===== config.mk =====
export PLATFORM = sky130hd
export DESIGN_NAME = kb_fifo
export DESIGN_NICKNAME = d
export VERILOG_FILES = /design/src/rtl/kb_fifo.sv
export SDC_FILE = /design/constraint.sdc
export NUM_CORES = 1
export LEC_CHECK = 0
export CORE_ASPECT_RATIO = 0.75
export CORE_MARGIN = 5
export CORE_UTILIZATION = 64
export CTS_CLUSTER_DIAMETER = 120
export DETAILED_ROUTE_END_ITERATION = 6
export PLACE_DENSITY = 0.86
export SYNTH_ARGS = -nofsm -noshare
export SYNTH_HDL_FRONTEND = slang
export SYNTH_SLANG_ARGS = --single-unit

===== constraint.sdc =====
create_clock -name clock -period 6.2 [get_ports clock]
set_clock_uncertainty 0.2 [all_clocks]
set_input_delay 0.62 -clock clock [delete_from_list [all_inputs] [get_ports clock]]
set_output_delay 0.62 -clock clock [all_outputs]
set_load 0.03 [all_outputs]

===== src/rtl/kb_fifo.sv =====
// rtl/kb_fifo.sv - keyboard event FIFO with PS/2 set-2 prefix folding
//
// Sits between the PS/2 receiver and the CPU port controller. It folds the E0
// (extended) and F0 (release) prefix bytes into flag bits on the event that
// follows them. Each complete event is stored and pulses irq once.
//
// Ports:
//   clock, reset_n      system clock, asynchronous active-low reset
//   kb_done, kb_data    one-cycle byte strobe and byte from the PS/2 receiver
//   rd                  one-cycle pop strobe from the port controller
//   clr                 one-cycle flush strobe; it overrides everything else in the same cycle
//   q                   scancode of the head entry; 0 when empty
//   status              {overflow, 3'b000, ext, rel, full, nonempty}
//   count               number of stored entries, 0..DEPTH
//   irq                 one-cycle pulse per stored entry
module kb_fifo #(
  parameter int DEPTH = 16,
  parameter int AW    = 4
) (
  input  logic          clock,
  input  logic          reset_n,
  input  logic          kb_done,
  input  logic [7:0]    kb_data,
  input  logic          rd,
  input  logic          clr,
  output logic [7:0]    q,
  output logic [7:0]    status,
  output logic [AW:0]   count,
  output logic          irq
);

  localparam logic [AW:0]   DEPTH_C = (AW+1)'(DEPTH);
  localparam logic [AW:0]   CNT_ONE = (AW+1)'(1);
  localparam logic [AW-1:0] PTR_ONE = AW'(1);

  // Entry layout: {ext, rel, code}
  logic [9:0]    mem_q [DEPTH];
  logic [AW-1:0] wp_q, wp_d, rp_q, rp_d;
  logic [AW:0]   cnt_q, cnt_d;
  logic          ovf_q, ovf_d;
  logic          pend_ext_q, pend_ext_d;
  logic          pend_rel_q, pend_rel_d;
  logic          irq_q, irq_d;

  logic          empty, full, is_prefix, evt, pop, push, wr_en;
  logic [9:0]    head;

  always_comb begin
    empty     = (cnt_q == '0);
    full      = (cnt_q == DEPTH_C);
    is_prefix = (kb_data == 8'hE0) || (kb_data == 8'hF0);
    evt       = kb_done && !is_prefix;
    pop       = rd && !empty;
    // A pop in the same cycle frees a slot, so a full FIFO still accepts the event.
    push      = evt && (!full || pop);
    wr_en     = push && !clr;

    wp_d       = wp_q;
    rp_d       = rp_q;
    cnt_d      = cnt_q;
    ovf_d      = ovf_q;
    pend_ext_d = pend_ext_q;
    pend_rel_d = pend_rel_q;
    irq_d      = 1'b0;

    if (clr) begin
      wp_d       = '0;
      rp_d       = '0;
      cnt_d      = '0;
      ovf_d      = 1'b0;
      pend_ext_d = 1'b0;
      pend_rel_d = 1'b0;
    end else begin
      if (kb_done) begin
        if (kb_data == 8'hE0) begin
          pend_ext_d = 1'b1;
        end else if (kb_data == 8'hF0) begin
          pend_rel_d = 1'b1;
        end else begin
          // Prefixes are consumed by the event, even when the event is dropped.
          pend_ext_d = 1'b0;
          pend_rel_d = 1'b0;
        end
      end
      if (push) wp_d = wp_q + PTR_ONE;
      if (pop)  rp_d = rp_q + PTR_ONE;
      case ({push, pop})
        2'b10:   cnt_d = cnt_q + CNT_ONE;
        2'b01:   cnt_d = cnt_q - CNT_ONE;
        default: cnt_d = cnt_q;
      endcase
      if (evt && !push) ovf_d = 1'b1;
      irq_d = push;
    end
  end

  always_ff @(posedge clock or negedge reset_n) begin
    if (!reset_n) begin
      wp_q       <= '0;
      rp_q       <= '0;
      cnt_q      <= '0;
      ovf_q      <= 1'b0;
      pend_ext_q <= 1'b0;
      pend_rel_q <= 1'b0;
      irq_q      <= 1'b0;
    end else begin
      wp_q       <= wp_d;
      rp_q       <= rp_d;
      cnt_q      <= cnt_d;
      ovf_q      <= ovf_d;
      pend_ext_q <= pend_ext_d;
      pend_rel_q <= pend_rel_d;
      irq_q      <= irq_d;
    end
  end

  // Storage does not need a reset: an entry is only visible while count covers it.
  always_ff @(posedge clock) begin
    if (wr_en) mem_q[wp_q] <= {pend_ext_q, pend_rel_q, kb_data};
  end

  assign head   = mem_q[rp_q];
  assign q      = empty ? 8'h00 : head[7:0];
  assign status = {ovf_q, 3'b000, head[9] & !empty, head[8] & !empty, full, !empty};
  assign count  = cnt_q;
  assign irq    = irq_q;

endmodule


After elaboration in Yosys (flattened, before gate mapping)
Memory sizes are Yosys's and may differ from the RTL's.
Cells that the tools add are included.

operators by class
  mux-type cells = 20
  bitwise operators = 2
  add/subtract/negate cells = 4
  reductions and logical operators = 20
  equal/unequal tests = 7

operator list
  cell                 number
  $eq 8x8->1 const B   2
  $mux 4               4
  $mux 1               13
  $pmux 5 s2           1
  $add 4x1->4 const B  2
  $mux 8               1
  $reduce_bool 2->1    4
  $add 5x1->5 const B  1
  $eq 5x5->1 const B   1
  $logic_and 1x1->1    5
  $logic_not 1->1      5
  $logic_not 5->1      1
  $mux 5               1
  $sub 5x1->5 const B  1
  $reduce_and 2->1     2
  $ne 3x3->1 const B   1
  $reduce_bool 3->1    1
  $and 1x1->1          2
  $eq 2x1->1 const B   1
  $eq 2x2->1 const B   1
  $logic_or 1x1->1     2
  $ne 2x2->1 const B   1

storage, ports and cells
  bits of input ports = 13
  word-level logic and storage cells = 61
  memories kept = 1
  memory bits (writable) = 160
  register bits after elaboration = 17
  output and inout port bits = 22

memory list
  name   words  bits a word  rd ports  clocked after Yosys merged registers in  wr ports  RTL line  RTL
  mem_q  16     10           1         0                                        1         37        logic [9:0] mem_q [DEPTH];

Longest topological paths before layout
  word-level depth = 9
  gate-level depth with buffers = 9
  mapped depth without buffers = 9

Worst setup path after synthesis
No wires, ideal clock.

  kind = input to register
  start point = input kb_data[2]
  end point = register cnt_q[4] (netlist: count[4])
  stages = 9
  data required time = 5.875 ns
  data arrival time = 2.659 ns
  library setup time = 0.125 ns
  slack = 3.216 ns
  cell sequence = nand4b_1 o41a_1 nor2_1 ha_1 a21o_1 a21oi_1 a21oi_1 a22oi_1 mux2_2

between the ends
  word-level cells in the longest chain between the ends = 8

ends and longest elaborated chain
  item                                      RTL line  RTL
  start: declaration                        23        input logic [7:0] kb_data,
  $eq 8x8->1                                51        is_prefix = (kb_data == 8'hE0) || (kb_data == 8'hF0);
  $logic_or 1x1->1 *                        51
  $logic_not 1->1 *                         52        evt = kb_done && !is_prefix;
  $logic_and 1x1->1 *                       52
  $logic_and 1x1->1 *                       55        push = evt && (!full || pop);
  $eq 2x1->1 or $eq 2x2->1 (tied branches)  87        case ({push, pop})
  $pmux 5 s2                                87
  $mux 5                                    66        if (clr) begin
  end signal: assignment                    109       cnt_q <= cnt_d;
  end: declaration                          39        logic [AW:0] cnt_q, cnt_d;

Mark *: on every way between the ends. The rest lies on a longest branch, timed or not.
A chain may end at the register's enable or synchronous reset.

Worst setup path in the final report
  start point = register rp_q[0]
  end point = output q[3]

between the ends
  word-level cells in the longest chain between the ends = 2

ends and longest elaborated chain
  item                      RTL line  RTL
  start: declaration        38        logic [AW-1:0] wp_q, wp_d, rp_q, rp_d;
  start signal: assignment  108       rp_q <= rp_d;
  $mem_v2 16x10             n/a
  $mux 8                    123       assign q = empty ? 8'h00 : head[7:0];
  end: declaration          26        output logic [7:0] q,

Every way passes these cells.

==> metrics.cfg <==
[global_route]
grt-ovfl-total=0
grt_max_degree=40
antenna_found_initial=0
grt_pass1_wl_mm=23.43
grt_pass1_vias=3783
track_usage_pct=24.44

[worst_setup_path]
worst_setup_path_end_kind=output pin
crit_path_max_incr_delay_ps=1020
setup.worst_path.start=rp_q[0]
cp.arrival_ps=3680
cp.required_ps=5380
cp-start-kind=flip-flop
cp_cell_sequence=buf_4 > mux4_2 > mux4_2 > and2_1 > clkdlybuf4s50_1
slowest_stage=dfrtp_2
reg2reg_slack_ps=2940
cp_common_cell=mux4_2
criticalPathCategory=reg -> out
r2r-start=count[0]
worstPathMaxFanout=31

[synth]
syn_area_per_cell_sq_um=20.12
yosys_warnings=0
synth_cells=357
synth_edf_count=160
async_reset_ff_share_pct=9.605
seq_area_frac_synth_pct=72.82
synthFlopType=edfxtp_1
synth.distinct_cells=39
netlist.area_leader.share_pct=66.90
synth.area.top_cells=edfxtp_1, mux4_2, dfrtp_1
yosysTopAreaCell=edfxtp_1
synth_area_sq_um=7182
synth-seq-cells=177

[clock_tree]
clk_latency_ps=420
cts_max_path_buffers=2
cts.clk_slew.worst_paths_ps=70
cts_inserted_buffers=17
cts_tree=yes
cts_setup_buffers=0
ctsResizeCount=0
clock_sinks=177
htree_levels=4
cts_hold_buf=0
cts_root_buf=clkbuf_16

[floorplanning]
fp.dieW_microns=132.3
ios=35
core-area_sq_um=10940
die-area_sq_um=13460
die_h_microns=101.7
start_util_pct=65.64
num_rows=33

[timing]
worst_pin_slew_ps=1294
fin_tns_setup_ps=0
rsz0062_at_grt=no
relSlewSlack_pct=13.39
finalSetupViolations=0
maxSlewViolCount=0
finalCriticalPeriod_ps=4502
final-hold-violation-count=0
fmax_mhz=222.1
fin_crit_sh_pct=72.62

[placed_design]
gp_congestion=0.7787
port_buffers=31
place_hpwl_mm=9.003

[drt]
drtIter0Drc=486
avgRoutedWirePerCell_microns=27.78
dr.pass1.iters=5
dr_total_vias=3564
routed_wl_mm=15.31
vias_per_cell=6.468
ant_nets=0
drc=0

[pwr]
peakVddDrop_mv=0.3078
total_leakage_power_uw=0.002708
power_density_nw_per_um2=391.5

[cells_and_area]
layout-drive-gt1-share_pct=24.82
mostFrequentLayoutCell=edfxtp_1
postLayoutCoreUtil_pct=75.03
final_cell_mix=edfxtp_1, mux4_2, clkdlybuf4s50_1
area_growth_syn_to_layout_pct=14.30
diodes=0
finalNetCount=420

[min_path]
hold_path.class=reg -> reg
min_from=ovf_q

[run]
cap_violations=0

[run_status]
status=finished, final reports clean

==> registers in the layout, indices dropped and copies added (netlist names) <==
name        count
mem_q         160
wp_q            4
irq             1
ovf_q           1
pend_rel_q      1
rp_q            4
count           5
pend_ext_q      1
==> per-layer routing <==
| metal | GRT usage (%) | part of all wire [%] |
|---|---|---|
| met1 | 32.16 | 38 |
| met2 | 40.77 | 51 |
| met3 | 7.498 | 10 |
| met4 | 6.651 | 1.1 |
| met5 | 0 | 0 |
==> stage by stage <==
step / std cells / hold slack (ps) / setup WS (ps) / power [uW] / instance area, sq um
after floorplan: 359 / 124.4 / 3216 / 1957 / 7189
after global placement: 519 / 291.1 / 2085 / 2176 / 7640
after detailed placement: 519 / 292.0 / 1931 / 2203 / 7640
after CTS: 551 / 306.5 / 1602 / 3234 / 8209
after global routing: 551 / 339.9 / 1418 / 3343 / 8209
final: 551 / 305.8 / 1698 / 3214 / 8209
==> cell type report <==
type	count	area (sq um)
clock buffers	17	425.4
clock inverters	15	143.9
fillers	545	2733
inverters	5	18.77
multi-input cells	156	1829
flip-flops and latches	177	5231
well taps	140	175.2
repair buffers	41	385.4
==> synthesized netlist by cell type, types with 6 or more instances <==
library cell and instances:
and2_1 10, a21oi_1 9, clkbuf_1 8, nor2_1 29
edfxtp_1 160, nand2_1 6, ha_1 8, mux4_2 50
dfrtp_1 17
==> worst paths after layout <==
path,end,depth (start not counted)
max,q[3],5
min,ovf_q,2
max reg2reg,count[4],9
min reg2reg,ovf_q,2
max in group asynchronous,rp_q[0],1
min in group asynchronous,count[3],1
==> cells by family (layout without fill, tap and decap cells) <==
kind of cell	after synthesis	after routing	share of synthesized area, %
AO/OA/AOI/OAI	17	17	1.516
XOR/XNOR	7	7	0.8537
adder cells (fa/ha/maj)	9	9	1.673
buffers and inverters	26	78	1.812
flip-flops	177	177	72.82
multiplexers	55	55	16.67
other	1	3	0.05221
AND/OR/NAND/NOR	65	65	4.599
==> power by group <==
| group | internal, uW | switching, uW |
|---|---|---|
| Clock | 589 | 440 |
| Sequential | 1330 | 79.4 |
| Combinational | 390 | 385 |
==> critical path: cells and delay by family (launching register included) <==
family	cells	cell delay [ps]
flops	1	1020
mux	2	1040
simple gates	1	170
buf+inv	2	1010
No activity file was read; power rests on OpenSTA's default activity.
